File: config.mk
export PLATFORM = sky130hd
export DESIGN_NAME = operand_entry_fsm
export DESIGN_NICKNAME = d
export VERILOG_FILES = /design/src/rtl/operand_entry_fsm.sv
export SDC_FILE = /design/constraint.sdc
export NUM_CORES = 1
export LEC_CHECK = 0
export CORE_MARGIN = 5
export CORE_UTILIZATION = 59
export CTS_CLUSTER_DIAMETER = 150
export CTS_CLUSTER_SIZE = 8
export DETAILED_ROUTE_END_ITERATION = 10
export HOLD_SLACK_MARGIN = 0.1
export PLACE_DENSITY = 0.83
export REMOVE_ABC_BUFFERS = 1
export SLEW_MARGIN = 20
export SYNTH_ARGS = -nofsm -noshare
export SYNTH_HDL_FRONTEND = slang
export SYNTH_SLANG_ARGS = --single-unit
File: constraint.sdc
create_clock -name CLOCK_50 -period 5.5 [get_ports CLOCK_50]
set_input_delay 0.55 -clock CLOCK_50 [delete_from_list [all_inputs] [get_ports CLOCK_50]]
set_output_delay 0.55 -clock CLOCK_50 [all_outputs]
set_load 0.01 [all_outputs]
File: src/rtl/operand_entry_fsm.sv
// Operand entry front-end: synchronizes switches and a bouncy push button,
// debounces the button, and steps an X/Y/SHOW capture FSM on each press.
module operand_entry_fsm #(
    parameter int DEBOUNCE_CYCLES = 500000,
    parameter int CNT_W           = 19
) (
    input  logic       CLOCK_50,
    input  logic       rst_n,
    input  logic [3:0] sw,
    input  logic       key_n,
    output logic [3:0] x,
    output logic [3:0] y,
    output logic       valid,
    output logic [1:0] state,
    output logic       press
);

    typedef enum logic [1:0] {
        LOAD_X = 2'b00,
        LOAD_Y = 2'b01,
        SHOW   = 2'b10
    } state_t;

    localparam logic [CNT_W-1:0] CNT_LAST = CNT_W'(DEBOUNCE_CYCLES - 1);
    localparam logic [CNT_W-1:0] CNT_ONE  = CNT_W'(1);

    logic [3:0]       sw_m_r;
    logic [3:0]       sw_s;
    logic             key_m_r;
    logic             key_s;
    logic             db_level_r;
    logic [CNT_W-1:0] cnt_r;
    state_t           state_r;

    // Two-flop synchronizers for the asynchronous switch and button inputs.
    always_ff @(posedge CLOCK_50 or negedge rst_n) begin
        if (!rst_n) begin
            sw_m_r  <= 4'd0;
            sw_s    <= 4'd0;
            key_m_r <= 1'b1;
            key_s   <= 1'b1;
        end else begin
            sw_m_r  <= sw;
            sw_s    <= sw_m_r;
            key_m_r <= key_n;
            key_s   <= key_m_r;
        end
    end

    // Debounce counter and accepted level; press fires on the accepted 1->0 change.
    always_ff @(posedge CLOCK_50 or negedge rst_n) begin
        if (!rst_n) begin
            db_level_r <= 1'b1;
            cnt_r      <= '0;
            press      <= 1'b0;
        end else begin
            if (key_s == db_level_r) begin
                cnt_r <= '0;
                press <= 1'b0;
            end else if (cnt_r == CNT_LAST) begin
                db_level_r <= key_s;
                cnt_r      <= '0;
                press      <= ~key_s;
            end else begin
                cnt_r <= cnt_r + CNT_ONE;
                press <= 1'b0;
            end
        end
    end

    // Operand capture FSM; the unused encoding recovers to LOAD_X.
    always_ff @(posedge CLOCK_50 or negedge rst_n) begin
        if (!rst_n) begin
            state_r <= LOAD_X;
            x       <= 4'd0;
            y       <= 4'd0;
            valid   <= 1'b0;
        end else begin
            case (state_r)
                LOAD_X: begin
                    if (press) begin
                        x       <= sw_s;
                        state_r <= LOAD_Y;
                    end else begin
                        state_r <= LOAD_X;
                    end
                end
                LOAD_Y: begin
                    if (press) begin
                        y       <= sw_s;
                        valid   <= 1'b1;
                        state_r <= SHOW;
                    end else begin
                        state_r <= LOAD_Y;
                    end
                end
                SHOW: begin
                    if (press) begin
                        valid   <= 1'b0;
                        state_r <= LOAD_X;
                    end else begin
                        state_r <= SHOW;
                    end
                end
                default: begin
                    valid   <= 1'b0;
                    state_r <= LOAD_X;
                end
            endcase
        end
    end

    assign state = state_r;

endmodule

==> impl_metrics.py, run 1 <==
metrics = {
    "worst_setup_path": {
        "cp.arrival_ns": 2.29,
        "startpoint": "cnt_r[0]",
        "endpoint": "cnt_r[14]",
        "crit_type": "flop to flop",
        "ff2ff_setup_slack_ns": 3.41,
        "cp.required_ns": 5.71,
        "cp_max_fo": 17,
        "endpoint_kind": "flop",
        "r2r-end": "cnt_r[14]",
        "reg2regPathDepth": 4,
        "start_kind": "flop",
        "r2r_start": "cnt_r[0]",
    },
    "finish": {
        "n_antenna_cell": 0,
        "fin_nets": 174,
        "layout-drive-gt1-share": 0.1617,
        "fin_cells": 198,
        "area_delta_synth_final_pct": 17.17,
        "nFillCells": 193,
        "fin_area_um2": 2074,
    },
    "pwr": {
        "ir_worst_vdd_mv": 0.2241,
        "power_uw": 575.6,
        "seqPwrFrac": 0.554,
        "clkPwrFrac": 0.419,
        "internal_power_uw": 462.8,
        "p_leak_nw": 0.8884,
        "p_comb_frac": 0.027,
        "power.switching_uw": 112.8,
        "power.density_nw_per_um2": 277.5,
        "switching_share": 0.1960,
    },
    "grt": {
        "track_usage": 0.1667,
        "grt_pass1_vias": 1136,
        "grt_max_degree": 43,
        "grt_overflow": 0,
        "grt_pass1_wl_um": 5333,
        "antenna_found_initial": 0,
    },
    "logic_synthesis": {
        "ys_seq_area_frac": 0.5958,
        "synthArstFlopShare": 1.000,
        "syn_area_per_cell_um2": 12.29,
        "syn_inst": 144,
        "ys.flop_type": "dfrtp_1",
        "netlist_area_um2": 1770,
        "synth_largest_area_cell": "dfrtp_1",
        "synth_edf_count": 0,
        "ys_seq_elements": 42,
        "ys_types": 36,
        "yosysTopAreaCellShare": 0.5512,
        "synthTopCellsByArea": "dfrtp_1 55%, xnor2_1 5.4%, mux2_2 5.1%, dfstp_2 4.5%, nor2_1 4.0%",
        "yosys_warnings": 0,
    },
    "run": {
        "maxCapViolations": 0,
    },
    "cts": {
        "cts_setup_buffers": 0,
        "clkTransAtPathRegs_ns": 0.12,
        "clock_path_buffers": 2,
        "clock-sinks": 42,
        "clock-root-buffer": "clkbuf_4",
        "cts_tree": "yes",
        "cts_hold_buf": 0,
        "cts.htree.levels": 2,
        "clkLatencyLatePin_ns": 0.35,
        "cts.repair.resized": 0,
        "cts_buffers": 5,
    },
    "floorplanning": {
        "dieArea_um2": 4196,
        "start_util": 0.6311,
        "core_area_um2": 2805,
        "die_x_um": 64.78,
        "num_rows": 19,
        "io_pins": 19,
        "fp.dieH_um": 64.78,
    },
    "sta": {
        "post-route-period-util": 0.3796,
        "rsz0062_at_grt": "no",
        "setup_viol": 0,
        "drv_slew": 0,
        "fmax_mhz": 479.0,
        "relSlewSlack": 0.3964,
        "skew_ns": 0.008242,
        "timing.setup.tns_ns": 0,
        "hold_viol_final": 0,
        "final.min_clock_period_ns": 2.088,
        "tightest_slew_ns": 0.9024,
    },
    "routing": {
        "drt-vias-per-instance": 5.737,
        "wl_um": 2999,
        "drt_iter0_markers": 75,
        "first_pass_iters": 4,
        "ant_nets": 0,
        "wire_per_inst_um": 15.15,
        "drc": 0,
        "vias": 1136,
    },
    "placed_design": {
        "hpwlAfterDp_um": 2162,
        "io_buffers": 18,
        "dp_cells": 190,
        "gp_congestion": 0.9035,
        "place_area_um2": 1968,
    },
    "outcome": {
        "status": "completed",
    },
    "worst_hold_path": {
        "min_path_type": "input port to async pin",
    },
}
## per-stage QoR
| step | util | hold WS, ns | setup WS, ns |
|---|---|---|---|
| 2_1_floorplan | - | 0.2544 | 3.754 |
| 3_3_place_gp | 0.7016 | 0.3323 | 3.520 |
| 3_5_place_dp | 0.7016 | 0.3358 | 3.452 |
| 4_1_cts | 0.7395 | 0.3189 | 3.447 |
| 5_1_grt | 0.7395 | 0.3559 | 3.220 |
| 6_report | 0.7395 | 0.3020 | 3.412 |
## power groups by stage
stage,logic [mW],registers (mW),clock network [mW]
3_3_place_gp,0.0155,0.324,0
4_1_cts,0.0160,0.319,0.247
3_5_place_dp,0.0159,0.325,0
6_report,0.0155,0.319,0.241
5_1_grt,0.0184,0.319,0.262
2_1_floorplan,0.00498,0.324,0
## area by class of cell
class | instances | area [µm²] | share of cell area
clock inverter | 3 | 68.82 | 0.03317
timing repair buffer | 18 | 175.2 | 0.08444
tap | 31 | 38.79 | 0.01870
clock buffer | 5 | 37.54 | 0.01809
multi-input combinational | 97 | 691.9 | 0.3335
inverter | 2 | 7.507 | 0.003619
sequential | 42 | 1055 | 0.5084
## placed cells by master, fill, tap and decap left out
cell,count
o41ai_1,1
or4_1,1
nor4b_4,1
and4_1,1
nor2_1,19
a21oi_1,4
dfstp_2,3
clkbuf_4,5
xnor2_1,11
nand2_2,1
clkinv_4,1
bufinv_16,2
nor4b_2,1
xor2_1,5
buf_2,1
or3_1,2
nand2_1,7
and2_1,1
nand4_1,7
clkdlybuf4s50_1,17
ha_1,1
nor3_1,2
dfrtp_1,39
or4b_1,1
and3_1,2
mux2_4,1
inv_1,2
nor3b_1,2
nand4_2,1
o31ai_1,1
mux2_2,8
or2_1,1
o41ai_4,1
nor4_1,3
o21ai_0,2
or4_4,1
nand3_1,7
nand3b_1,1
## logic make-up (layout without fill, tap and decap cells)
group           Yosys count  count (layout)  share of synthesized area
flops                    42              42                     0.5958
compound gates            9               9                    0.04170
mux                       9               9                    0.05936
fa+ha+maj                 1               1                   0.007066
buf+inv                   5              28                    0.01343
simple gates             62              62                     0.2035
xor+xnor                 16              16                    0.07915
## metal layers
metal  vias up  wire [µm]  track usage
li1        555          -            -
met3         6        102      0.04145
met2        20       1475       0.2567
met1       555       1372       0.2225
met4         0         48      0.07916
met5         -          0            0
## flip-flops by register name, indices dropped and copies added, names as in the netlist
register / count
state: 2
sw_m_r: 4
y: 4
cnt_r: 19
key_s: 1
x: 4
db_level_r: 1
key_m_r: 1
valid: 1
sw_s: 4
press: 1
## Yosys cell counts, types with 2 or more instances
cell and instances:
mux2_2 8, nor2_1 19, nor4_1 3, or3_1 2, nand4_1 7, nor3b_1 2, dfstp_2 3, nand3_1 7
xor2_1 5, nand2_1 7, nor3_1 2, and3_1 2, xnor2_1 11, dfrtp_1 39, o21ai_0 2, a21oi_1 4
inv_1 2
## critical path, cell delays in order, from the launching register on
cell	delay, ns
dfrtp_1	0.43
ha_1	0.24
nand4_2	0.27
o41ai_4	0.88
nor2_1	0.12
## how the worst min path moves through the flow
| stage | from | end | depth (start not counted) | slack (ns) |
|---|---|---|---|---|
| floorplan | rst_n | cnt_r[0] | 0 | 0.25 |
| global route | key_m_r | key_s | 0 | 0.36 |
| global placement | sw_m_r[3] | sw_s[3] | 0 | 0.33 |
| detailed placement | sw_m_r[0] | sw_s[0] | 0 | 0.34 |
| finish | rst_n | sw_m_r[2] | 1 | 0.30 |
| CTS | rst_n | cnt_r[12] | 1 | 0.32 |
Power figures use the tool's default switching activity.
==> inputs of run 2 (changes only) <==
CORE_UTILIZATION = 49   (was 59)
PLACE_DENSITY = 0.73   (was 0.83)
clock period = 1.8 ns   (was 5.5 ns; I/O delays follow)
==> impl_metrics.py, run 2 (synthesis gave the netlist of run 1 again) <==
metrics = {
    "sta": {
        "relSlewSlack": 0.7673,
        "tightest_slew_ns": 0.3459,
        "whs_ns": 0.2184,
        "rsz0062_at_grt": "yes",
        "drv_slew": 0,
        "skew_ns": 0.01162,
        "timing.setup.tns_ns": 0,
        "final.min_clock_period_ns": 1.776,
        "post-route-period-util": 0.9868,
        "hold_viol_final": 0,
        "fmax_mhz": 563.0,
        "setup_viol": 0,
    },
    "worst_setup_path": {
        "ff2ff_setup_slack_ns": 0.02,
        "reg2regPathDepth": 4,
        "cp.required_ns": 2.09,
        "start_kind": "flop",
        "r2r-end": "db_level_r",
        "r2r_start": "cnt_r[9]",
        "endpoint_kind": "flop",
        "cp_max_fo": 3,
        "cp.arrival_ns": 2.07,
        "crit_type": "flop to flop",
    },
    "floorplanning": {
        "core_area_um2": 3416,
        "die_x_um": 70.11,
        "dieArea_um2": 4915,
        "io_pins": 19,
        "fp.dieH_um": 70.11,
        "start_util": 0.5183,
        "num_rows": 21,
    },
    "routing": {
        "wire_per_inst_um": 14.37,
        "drt_iter0_markers": 48,
        "first_pass_iters": 4,
        "wl_um": 3349,
        "met1_length_um": 1470,
        "drc": 0,
        "ant_nets": 0,
        "drt-vias-per-instance": 5.305,
        "vias": 1236,
        "wl_met2_um": 1676,
        "top_layer": "met4",
        "wl_met3_um": 166,
    },
    "placed_design": {
        "hpwlAfterDp_um": 2499,
        "gp_congestion": 0.8128,
        "dp_cells": 224,
        "io_buffers": 18,
        "place_area_um2": 2142,
    },
    "cts": {
        "clkLatencyLatePin_ns": 0.35,
        "clkTransAtPathRegs_ns": 0.12,
        "cts_buffers": 5,
        "cts_tree": "yes",
        "cts.htree.levels": 2,
        "clock-sinks": 42,
        "clock-root-buffer": "clkbuf_4",
        "clock_path_buffers": 2,
        "cts_setup_buffers": 0,
    },
    "grt": {
        "grt_max_degree": 43,
        "grt_pass1_wl_um": 5871,
        "antenna_found_initial": 0,
        "track_usage": 0.1501,
        "grt_pass1_vias": 1257,
        "grt_overflow": 0,
    },
    "finish": {
        "layout_common_cells": "39 x dfrtp_1, 18 x nor2_1, 18 x buf_4",
        "mostFrequentLayoutCell": "dfrtp_1",
        "layout-drive-gt1-share": 0.2460,
        "largest_reg_flops": 19,
        "nFillCells": 255,
        "regMostFlops": "cnt_r",
        "area_delta_synth_final_pct": 26.15,
        "fin_area_um2": 2233,
        "n_antenna_cell": 0,
        "fin_cells": 233,
        "fin_nets": 194,
    },
    "worst_hold_path": {
        "hold_end": "key_m_r",
        "hold_depth": 1,
        "min-delay-start": "key_n",
        "min_path_type": "input port to flop",
    },
    "outcome": {
        "status": "completed",
    },
    "pwr": {
        "p_leak_nw": 0.9761,
        "ir_worst_vdd_mv": 0.5362,
        "power_mw": 1.628,
        "power.density_nw_per_um2": 728.7,
    },
    "run": {
        "maxCapViolations": 0,
    },
}
run 2: changes by cell type in the layout (fill, tap and decap cells not counted):
cell           before  now
buf_12              0    1
clkinv_4            1    0
nor2_2              0    1
clkbuf_1            0    1
dlygate4sd3_1       0    1
clkinvlp_4          0    1
buf_4               0   18
bufinv_16           2    1
nor2_1             19   18
run 2: worst max-delay path, stage by stage, from the launching register on:
cell and delay, ns:
dfrtp_1 0.43, nor4b_4 0.30, nand2_2 0.12, or4_4 0.56
mux2_4 0.31
run 2: how the worst max path moves through the flow:
stage | from | endpoint | slack, ns
final | cnt_r[9] | db_level_r | 0.02
after global placement | cnt_r[11] | db_level_r | 0.06
after detailed placement | cnt_r[11] | db_level_r | 0.03
after floorplan | cnt_r[0] | db_level_r | 0.05
after CTS | cnt_r[11] | db_level_r | 0.008
after global routing | cnt_r[9] | db_level_r | -0.03
run 2: final cells by class:
type,instances,area (µm²),area share
flip-flops and latches,42,1055,0.4723
inverters,2,7.507,0.003361
multi-input cells,97,694.4,0.3109
clock buffers,6,41.29,0.01849
repair buffers,38,340.3,0.1524
well taps,46,57.56,0.02577
clock inverters,2,37.54,0.01681
run 2: per-stage QoR:
| stage | utilization | worst slack (ns) |
|---|---|---|
| global route | 0.6538 | -0.03037 |
| detailed placement | 0.6271 | 0.02633 |
| finish | 0.6538 | 0.02375 |
| global placement | 0.6271 | 0.06119 |
| floorplan | - | 0.05399 |
| CTS | 0.6531 | 0.007736 |
run 2: report_power, final:
group / switching [mW] / internal, mW / total [mW]
logic: 0.0349 / 0.0313 / 0.0662
registers: 0.00933 / 0.962 / 0.971
clock network: 0.297 / 0.293 / 0.590
total: 0.341 / 1.29 / 1.63
run 2: what timing repair did:
action | CTS | global route
resized for setup | 0 | 1
hold buffers | 1 | 0
hold endpoints to repair | 42 | 0
setup endpoints to repair | 0 | 4
run 2: routing by layer:
metal,up-vias,GRT usage
met1,610,0.1913
met4,0,0.04255
met2,27,0.2466
met3,5,0.04591
li1,594,-
met5,-,0
==> inputs of run 3 (changes only) <==
CORE_ASPECT_RATIO = 1.1   (was default)
==> impl_metrics.py, run 3 (synthesis gave the netlist of run 1 again) <==
metrics = {
    "pwr": {
        "ir_worst_vdd_mv": 0.5490,
        "p_leak_nw": 0.9729,
        "power.density_nw_per_um2": 778.6,
    },
    "finish": {
        "multi_input_area_um2": 709.4,
        "fin_nets": 190,
        "mostFrequentLayoutCell": "dfrtp_1",
        "nFillCells": 303,
        "layout_common_cells": "39 x dfrtp_1, 18 x nor2_1, 17 x clkdlybuf4s50_1",
        "fin_area_um2": 2246,
        "regMostFlops": "cnt_r",
        "regArea_um2": 1055,
        "n_antenna_cell": 0,
        "layout-drive-gt1-share": 0.2350,
        "largest_reg_flops": 19,
        "area_delta_synth_final_pct": 26.85,
    },
    "cts": {
        "clkTransAtPathRegs_ns": 0.08,
        "clock-sinks": 42,
        "cts_tree": "yes",
        "clkLatencyLatePin_ns": 0.29,
        "cts.htree.levels": 2,
        "cts_buffers": 5,
        "cts_setup_buffers": 0,
        "clock-root-buffer": "clkbuf_8",
        "clock_path_buffers": 2,
    },
    "floorplanning": {
        "die_x_um": 67.31,
        "fp.dieH_um": 73.05,
        "start_util": 0.4961,
        "dieArea_um2": 4917,
        "core_area_um2": 3568,
        "num_rows": 23,
        "io_pins": 19,
    },
    "worst_setup_path": {
        "r2r_start": "cnt_r[1]",
        "endpoint_kind": "flop",
        "crit_type": "flop to flop",
        "cp.required_ns": 2.03,
        "endpoint": "db_level_r",
        "ff2ff_setup_slack_ns": 0.06,
        "reg2regPathDepth": 4,
        "startpoint": "cnt_r[1]",
        "r2r-end": "db_level_r",
        "start_kind": "flop",
        "cp_max_fo": 5,
        "cp.arrival_ns": 1.97,
    },
    "routing": {
        "drt-vias-per-instance": 5.099,
        "first_pass_iters": 4,
        "vias": 1188,
        "drc": 0,
        "drt_iter0_markers": 21,
        "wl_um": 3180,
        "wire_per_inst_um": 13.65,
        "ant_nets": 0,
    },
    "grt": {
        "antenna_found_initial": 0,
        "grt_pass1_vias": 1205,
        "grt_overflow": 0,
        "grt_max_degree": 43,
        "grt_pass1_wl_um": 5375,
        "track_usage": 0.1485,
    },
    "sta": {
        "drv_slew": 0,
        "tightest_slew_ns": 0.4961,
        "skew_ns": 0.01037,
        "timing.setup.tns_ns": 0,
        "hold_viol_final": 0,
        "fmax_mhz": 574.9,
        "final.min_clock_period_ns": 1.740,
        "setup_viol": 0,
        "post-route-period-util": 0.9664,
        "relSlewSlack": 0.6693,
        "rsz0062_at_grt": "no",
    },
    "placed_design": {
        "place_area_um2": 2105,
        "gp_congestion": 0.8041,
        "hpwlAfterDp_um": 2366,
        "io_buffers": 18,
    },
    "run": {
        "maxCapViolations": 0,
    },
    "worst_hold_path": {
        "min_path_type": "input port to flop",
    },
    "outcome": {
        "status": "completed",
    },
}
run 3: cell types whose count changed in the layout (fill, tap and decap cells not counted):
| cell | before | now |
|---|---|---|
| nor4_2 | 0 | 1 |
| clkbuf_4 | 5 | 0 |
| buf_12 | 1 | 0 |
| nand4_2 | 1 | 0 |
| buf_6 | 0 | 1 |
| nor4_1 | 3 | 2 |
| clkbuf_8 | 0 | 5 |
| buf_4 | 18 | 14 |
| nand4_4 | 0 | 1 |
run 3: worst min path at each step:
stage	startpoint	to	cells after the start
final	key_n	key_m_r	1
after global routing	key_n	key_m_r	1
after floorplan	rst_n	cnt_r[0]	0
after CTS	key_n	key_m_r	1
after detailed placement	rst_n	sw_s[3]	2
after global placement	rst_n	sw_s[3]	2
run 3: power by group:
| group | switching, mW | internal [mW] | total, mW |
|---|---|---|---|
| Clock | 0.305 | 0.413 | 0.718 |
| Combinational | 0.0323 | 0.0247 | 0.0570 |
| Sequential | 0.0115 | 0.962 | 0.973 |
run 3: metal layers:
layer | share of wire | GRT usage | routed length (µm)
met1 | 0.42 | 0.1732 | 1332
met2 | 0.53 | 0.2511 | 1674
met3 | 0.043 | 0.05547 | 138
met4 | 0.011 | 0.04730 | 34
met5 | 0 | 0 | 0
run 3: area by class of cell:
class,instances,area share
clock buffers,6,0.03231
clock inverters,2,0.01671
inverters,2,0.003343
multi-input cells,97,0.3159
flip-flops and latches,42,0.4696
well taps,50,0.02786
repair buffers,34,0.1343
run 3: worst max-delay path, cell delays in order, from the launching register on:
cell and delay [ns]:
dfrtp_1 0.40, ha_1 0.26, nand4_4 0.16, or4_4 0.54
mux2_4 0.31
run 3: metrics by stage:
step	utilization	power, mW	hold slack [ns]	setup WS (ns)	std cells
finish	0.6294	1.749	0.2873	0.06046	233
global route	0.6294	1.824	0.2675	0.002253	233
CTS	0.6234	1.769	0.2781	0.001959	233
detailed placement	0.5898	1.047	0.2687	0.01174	224
global placement	0.5898	1.045	0.2589	0.08081	224
floorplan	-	1.004	-0.1156	0.05399	141
run 3: timing repair:
item                                   CTS  global route
setup endpoints to repair                0            10
hold buffers                             1             0
endpoints found under the hold margin   39             0
gates resized for setup                  0             4
